File: src/rtl/uop_share_sched.sv
// Round-robin sharing of one pipelined microop ALU slot among NREQ requesters, with credit-protected result FIFO.
// Optional statistics counters are enabled by defining UOP_SCHED_STATS_EN.

package uop_pkg;
   typedef enum logic [3:0] {
      OP_NOP = 4'd0,
      OP_ADD,
      OP_SUB,
      OP_AND,
      OP_OR,
      OP_XOR,
      OP_SLL,
      OP_SRL,
      OP_SRA
   } op_t;
endpackage

module uop_share_sched #(
   parameter int NREQ   = 4,
   parameter int W      = 64,
   parameter int LAT    = 3,
   parameter int RDEPTH = 4,
   parameter int TAGW   = 4
) (
   input  logic                                clk_i,
   input  logic                                rst_i,
   input  logic [NREQ-1:0]                     req_valid_i,
   output logic [NREQ-1:0]                     req_ready_o,
   input  uop_pkg::op_t [NREQ-1:0]             req_op_i,
   input  logic [NREQ-1:0][W-1:0]              req_a_i,
   input  logic [NREQ-1:0][W-1:0]              req_b_i,
   input  logic [NREQ-1:0][$clog2(W)-1:0]      req_shamt_i,
   input  logic [NREQ-1:0][TAGW-1:0]           req_tag_i,
   output logic                                alu_valid_o,
   output uop_pkg::op_t                        alu_op_o,
   output logic [W-1:0]                        alu_a_o,
   output logic [W-1:0]                        alu_b_o,
   output logic [$clog2(W)-1:0]                alu_shamt_o,
   input  logic [W-1:0]                        alu_y_i,
   output logic                                rsp_valid_o,
   input  logic                                rsp_ready_i,
   output logic [W-1:0]                        rsp_y_o,
   output logic [$clog2(NREQ)-1:0]             rsp_id_o,
   output logic [TAGW-1:0]                     rsp_tag_o
`ifdef UOP_SCHED_STATS_EN
   ,
   output logic [31:0]                         stat_issued_o,
   output logic [31:0]                         stat_stall_o
`endif
);

   localparam int IDW = $clog2(NREQ);
   localparam int SW  = $clog2(W);
   localparam int CW  = $clog2(RDEPTH + 1);
   localparam int PW  = $clog2(RDEPTH);

   typedef struct packed {
      logic            vld;
      logic [IDW-1:0]  id;
      logic [TAGW-1:0] tag;
   } tp_t;

   typedef struct packed {
      logic [W-1:0]    y;
      logic [IDW-1:0]  id;
      logic [TAGW-1:0] tag;
   } rsp_t;

   logic [IDW-1:0] rr_ptr_q, rr_ptr_d;
   logic [CW-1:0]  credits_q, credits_d;
   logic [IDW-1:0] grant_idx, cand;
   logic           grant_found, can_issue, req_hs, rsp_hs;

   logic           alu_valid_q;
   uop_pkg::op_t   alu_op_q;
   logic [W-1:0]   alu_a_q, alu_b_q;
   logic [SW-1:0]  alu_shamt_q;

   tp_t            pipe_q [LAT+1];
   rsp_t           fifo_q [RDEPTH];
   logic [PW-1:0]  wr_ptr_q, rd_ptr_q;
   logic [CW-1:0]  count_q, count_d;
   logic           fifo_wr;

   // Search upward from rr_ptr, wrapping, for the first valid requester.
   always_comb begin
      // NOTE: every variable gets a default before the search so no latch is inferred.
      grant_idx   = '0;
      grant_found = 1'b0;
      cand        = '0;
      for (int i = 0; i < NREQ; i++) begin
         cand = IDW'((int'(rr_ptr_q) + i) % NREQ);
         if (!grant_found && req_valid_i[cand]) begin
            grant_found = 1'b1;
            grant_idx   = cand;
         end
      end
   end

   assign can_issue   = !rst_i && (credits_q < CW'(RDEPTH));
   assign req_hs      = grant_found && can_issue;
   assign req_ready_o = req_hs ? (NREQ'(1) << grant_idx) : '0;
   assign rsp_hs      = rsp_valid_o && rsp_ready_i;

   always_comb begin
      rr_ptr_d = rr_ptr_q;
      if (req_hs) begin
         rr_ptr_d = (grant_idx == IDW'(NREQ - 1)) ? '0 : grant_idx + IDW'(1);
      end
   end

   always_comb begin
      credits_d = credits_q;
      case ({req_hs, rsp_hs})
         2'b10:   credits_d = credits_q + CW'(1);
         2'b01:   credits_d = credits_q - CW'(1);
         default: credits_d = credits_q;
      endcase
   end

   // NOTE: sequential state uses non-blocking assignments so every register samples pre-edge values.
   always_ff @(posedge clk_i) begin
      if (rst_i) begin
         rr_ptr_q    <= '0;
         credits_q   <= '0;
         alu_valid_q <= 1'b0;
         alu_op_q    <= uop_pkg::OP_NOP;
         alu_a_q     <= '0;
         alu_b_q     <= '0;
         alu_shamt_q <= '0;
      end else begin
         rr_ptr_q    <= rr_ptr_d;
         credits_q   <= credits_d;
         alu_valid_q <= req_hs;
         if (req_hs) begin
            alu_op_q    <= req_op_i[grant_idx];
            alu_a_q     <= req_a_i[grant_idx];
            alu_b_q     <= req_b_i[grant_idx];
            alu_shamt_q <= req_shamt_i[grant_idx];
         end
      end
   end

   assign alu_valid_o = alu_valid_q;
   assign alu_op_o    = alu_op_q;
   assign alu_a_o     = alu_a_q;
   assign alu_b_o     = alu_b_q;
   assign alu_shamt_o = alu_shamt_q;

   // Stage 0 lines up with alu_valid; stage LAT lines up with the cycle alu_y is valid.
   always_ff @(posedge clk_i) begin
      if (rst_i) begin
         for (int k = 0; k <= LAT; k++) pipe_q[k] <= '0;
      end else begin
         pipe_q[0] <= '{vld: req_hs, id: grant_idx, tag: req_tag_i[grant_idx]};
         for (int k = 1; k <= LAT; k++) pipe_q[k] <= pipe_q[k-1];
      end
   end

   assign fifo_wr = pipe_q[LAT].vld;

   // NOTE: the FIFO storage has no reset; the pointers and count alone define which entries are live.
   always_ff @(posedge clk_i) begin
      if (fifo_wr) fifo_q[wr_ptr_q] <= '{y: alu_y_i, id: pipe_q[LAT].id, tag: pipe_q[LAT].tag};
   end

   always_comb begin
      count_d = count_q;
      case ({fifo_wr, rsp_hs})
         2'b10:   count_d = count_q + CW'(1);
         2'b01:   count_d = count_q - CW'(1);
         default: count_d = count_q;
      endcase
   end

   always_ff @(posedge clk_i) begin
      if (rst_i) begin
         wr_ptr_q <= '0;
         rd_ptr_q <= '0;
         count_q  <= '0;
      end else begin
         count_q <= count_d;
         if (fifo_wr) wr_ptr_q <= wr_ptr_q + PW'(1);
         if (rsp_hs)  rd_ptr_q <= rd_ptr_q + PW'(1);
      end
   end

   assign rsp_valid_o = (count_q != '0);
   assign rsp_y_o     = fifo_q[rd_ptr_q].y;
   assign rsp_id_o    = fifo_q[rd_ptr_q].id;
   assign rsp_tag_o   = fifo_q[rd_ptr_q].tag;

`ifdef UOP_SCHED_STATS_EN
   logic [31:0] stat_issued_q, stat_stall_q;

   always_ff @(posedge clk_i) begin
      if (rst_i) begin
         stat_issued_q <= '0;
         stat_stall_q  <= '0;
      end else begin
         if (req_hs) stat_issued_q <= stat_issued_q + 32'd1;
         if ((|req_valid_i) && (credits_q == CW'(RDEPTH))) stat_stall_q <= stat_stall_q + 32'd1;
      end
   end

   assign stat_issued_o = stat_issued_q;
   assign stat_stall_o  = stat_stall_q;
`endif

endmodule

File: config.mk
export PLATFORM = sky130hd
export DESIGN_NAME = uop_share_sched
export DESIGN_NICKNAME = d
export VERILOG_FILES = /design/src/rtl/uop_share_sched.sv
export SDC_FILE = /design/constraint.sdc
export NUM_CORES = 1
export LEC_CHECK = 0
export CAP_MARGIN = 0
export CORE_AREA = 2 2 332 334
export CTS_CLUSTER_SIZE = 24
export DETAILED_ROUTE_END_ITERATION = 6
export DIE_AREA = 0 0 334 336
export SYNTH_ARGS = -nofsm -noshare
export SYNTH_HDL_FRONTEND = slang
export SYNTH_SLANG_ARGS = --single-unit
export TNS_END_PERCENT = 100
File: constraint.sdc
create_clock -name clk_i -period 3.5 [get_ports clk_i]
set_input_delay 0.35 -clock clk_i [delete_from_list [all_inputs] [get_ports clk_i]]
set_output_delay 0.35 -clock clk_i [all_outputs]
set_load 0.005 [all_outputs]
==> impl_metrics.tcl, run 1 <==
set metrics [dict create \
    hold_violations 0 \
    vias_per_cell 4.59 \
    numCtsBuffers 54 \
    worstHoldPathType "in -> reg" \
    ys_ff_latch 460 \
    grt_pass1_wl_um 137000 \
    period_needed_ns 3.05 \
    fp.dieW_um 334 \
    crit_path_end_kind "output pin" \
    start_util_pct 19.2 \
    placed_cells 3793 \
    grt_max_degree 131 \
    final_cell_mix "clkdlybuf4s50_1 (852), and3_1 (280), edfxtp_1 (280), a211oi_1 (252), dfxtp_1 (178)" \
    fin_cells 3913 \
    holdPathStages 1 \
    synth_cell_types 34 \
    dp_hpwl_um 75100 \
    grt_use_total_pct 17.0 \
    fp.dieArea_um2 112000 \
    critPathMaxFanout 8 \
    drive_gt1_share_pct 9.76 \
    seq_area_frac_synth_pct 57.7 \
    setup_viol 0 \
    boundaryPins 853 \
    place_congestion 0.959 \
    postCtsSetupRepairBufs 0 \
    fin_skew_ns 0.0519 \
    yosysWarnings 0 \
    ant_nets 0 \
    multi_input_area_um2 7880 \
    syn_nets 2306 \
    reg2regPathDepth 7 \
    worstSetupStartpointType "flip-flop" \
    h-tree-depth 2 \
    final_common_cell "clkdlybuf4s50_1" \
    maxSlewHeadroom_pct 22.6 \
    power.leakage_uw 0.0112 \
    clk_latency_ns 0.67 \
    avgRoutedWirePerCell_um 25.6 \
    finalCritPeriodShare_pct 87.2 \
    busiest_layer "met2" \
    die_h_um 336 \
    syn_inst 1655 \
    peakVddDrop_v 0.000370 \
    remaining_drc_errors 0 \
    antenna_found_initial 57 \
    overflow 0 \
    power_density_nw_per_um2 569 \
    synth_area_um2 20800 \
    status "finished, final reports clean" \
    vias 18000 \
    core_area_um2 108000 \
    cts.reportedPaths.clkPinSlew_ns 0.06 \
    cap_violations 0 \
    rsz0062_at_grt "false" \
    grtUsageMet1_pct 19.4 \
    crit-reg2reg-launch "rr_ptr_q[0]$_SDFFE_PP0P_" \
    grt_util_met3_pct 5.73 \
    grt_use_met2_pct 29.3 \
    min_from "alu_y_i[17]" \
    routed_wl_um 100000 \
    min_to "fifo_q[3][23]$_DFFE_PP_" \
    areaGrowthSynthToFinish_pct 57.1 \
    regArea_um2 12000 \
    tritoncts "built" \
    cts_hold_buf 0 \
    post_cts_resized 0 \
    r2r_slack_ns 0.87 \
    crit_type "reg -> out" \
    rows 121 \
    nFillCells 11100 \
    timing.fmax_mhz 328 \
    cts_buffer_depth 3 \
    dr.pass1.iters 4 \
    setup-tns-final_ns 0 \
    r2r-end "alu_a_o[30]$_SDFFE_PP0P_" \
    cts-root-buf "clkbuf_16" \
    tightest_slew_ns 1.16 \
    cp.required_ns 3.15 \
    power_uw 18600 \
    final_max_slew_viol_count 0 \
    postSynthAreaPerCell_um2 12.6 \
    port_buffers 852 \
    clock_sinks 460 \
    grt_pass1_vias 17900 \
    initialDrtViolationCount 1319 \
    arrival_ns 2.70 \
    nets 3086 \
]
==> state kept, by name, summed over array words and instances (netlist names), 3 cells and up, named ones only <==
name,cells
pipe_q,27
alu_a_o,64
credits_q,3
fifo_q,280
count_q,3
alu_op_o,4
alu_shamt_o,6
alu_b_o,64
==> synth_stat cells <==
| cell | number | share of area [%] |
|---|---|---|
| mux2i_1 | 2 | 0.096 |
| a21oi_1 | 4 | 0.096 |
| and3_1 | 280 | 8.4 |
| or4b_4 | 1 | 0.066 |
| and2_1 | 9 | 0.27 |
| buf_2 | 27 | 0.65 |
| a21boi_0 | 1 | 0.036 |
| fa_1 | 2 | 0.19 |
| nor4_1 | 1 | 0.030 |
| or3_1 | 3 | 0.090 |
| buf_1 | 1 | 0.018 |
| o21ai_0 | 2 | 0.048 |
| nand2_1 | 149 | 2.7 |
| o31ai_1 | 138 | 5.0 |
| dfxtp_1 | 180 | 17 |
| xor2_1 | 4 | 0.17 |
| nor2_1 | 19 | 0.34 |
| inv_1 | 9 | 0.16 |
| nor2b_1 | 25 | 0.75 |
| a311oi_1 | 4 | 0.17 |
| buf_4 | 7 | 0.25 |
| or2_2 | 1 | 0.030 |
| mux4_2 | 70 | 7.6 |
| a211oi_2 | 28 | 1.7 |
| o32a_1 | 1 | 0.048 |
| xnor2_1 | 3 | 0.13 |
| a211oi_1 | 252 | 9.1 |
| clkbuf_1 | 113 | 2.0 |
| a22oi_1 | 1 | 0.036 |
| ha_1 | 10 | 0.60 |
| buf_6 | 26 | 1.4 |
| or4_4 | 1 | 0.054 |
| nand2_8 | 1 | 0.096 |
| edfxtp_1 | 280 | 40 |
==> logic make-up (layout without fill, tap and decap cells) <==
family / count (synthesis) / count (layout) / synth area share, %
and+or+nand+nor: 490 / 490 / 12.8
DFF: 460 / 460 / 57.7
AOI/OAI and AO/OA: 431 / 431 / 16.2
buffers and inverters: 183 / 1008 / 4.53
muxes: 72 / 72 / 7.67
adders and majority gates: 12 / 12 / 0.793
xor gates and xnor gates: 7 / 7 / 0.295
other: 0 / 19 / 0
==> routing by layer <==
| layer | up-vias | wire (um) | share of wire, % |
|---|---|---|---|
| met5 | - | 73 | 0.073 |
| met4 | 12 | 4150 | 4.1 |
| met3 | 193 | 9160 | 9.2 |
| met2 | 900 | 49100 | 49 |
| met1 | 8787 | 37600 | 38 |
| li1 | 8087 | - | - |
==> worst max-delay path: stages, from the launching register on <==
cell             delay (ns)
dfxtp_1                0.35
nor2b_1                0.07
or4b_4                 0.60
nand2_8                0.12
inv_1                  0.14
ha_1                   0.24
and2_1                 0.13
clkdlybuf4s50_1        0.44
==> per-stage QoR <==
| step | area [um2] | util [%] | setup slack [ns] | hold WS (ns) |
|---|---|---|---|---|
| final | 32700 | 30.2 | 0.447 | 0.339 |
| after global routing | 32700 | 30.2 | 0.321 | 0.288 |
| after CTS | 32700 | 30.1 | 0.377 | 0.261 |
| after detailed placement | 30900 | 28.5 | 0.271 | 0.424 |
| after global placement | 30900 | 28.5 | 0.296 | 0.416 |
| after floorplan | 20800 | - | 0.882 | 0.414 |
==> how the worst max path moves through the flow <==
stage	depth (start not counted)	end	startpoint	slack [ns]
final	7	req_ready_o[0]	rr_ptr_q[0]$_SDFFE_PP0P_	0.45
after global routing	7	req_ready_o[0]	rr_ptr_q[0]$_SDFFE_PP0P_	0.32
after detailed placement	8	alu_b_o[18]$_SDFFE_PP0P_	req_valid_i[1]	0.27
after floorplan	3	fifo_q[0][0]$_DFFE_PP_	wr_ptr_q[0]$_SDFFE_PP0P_	0.88
after CTS	7	req_ready_o[0]	rr_ptr_q[0]$_SDFFE_PP0P_	0.38
after global placement	8	alu_b_o[18]$_SDFFE_PP0P_	req_valid_i[1]	0.30
==> report_power, final <==
group | internal [uW] | switching (uW) | total [uW]
sequential | 6320 | 379 | 6700
clock | 3210 | 2500 | 5710
combinational | 3020 | 3170 | 6190
==> cell type report <==
cell class	instances	share of cell area (%)
flip-flops and latches	460	36.8
well taps	1414	5.41
clock buffers	65	4.29
clock inverters	36	1.19
diodes	19	0.145
repair buffers	898	28.0
multi-input cells	1012	24.1
inverters	9	0.142
Power figures use the tool's default switching activity.
==> run 2, diff against run 1 <==
--- a/config.mk
+++ b/config.mk
@@ -10,6 +10,7 @@
 export CTS_CLUSTER_SIZE = 24
 export DETAILED_ROUTE_END_ITERATION = 6
 export DIE_AREA = 0 0 334 336
+export SKIP_CTS_REPAIR_TIMING = 1
 export SYNTH_ARGS = -nofsm -noshare
 export SYNTH_HDL_FRONTEND = slang
 export SYNTH_SLANG_ARGS = --single-unit
==> results of run 2 <==
Same layout as run 1: the final DEF is identical, and so are final timing and power.
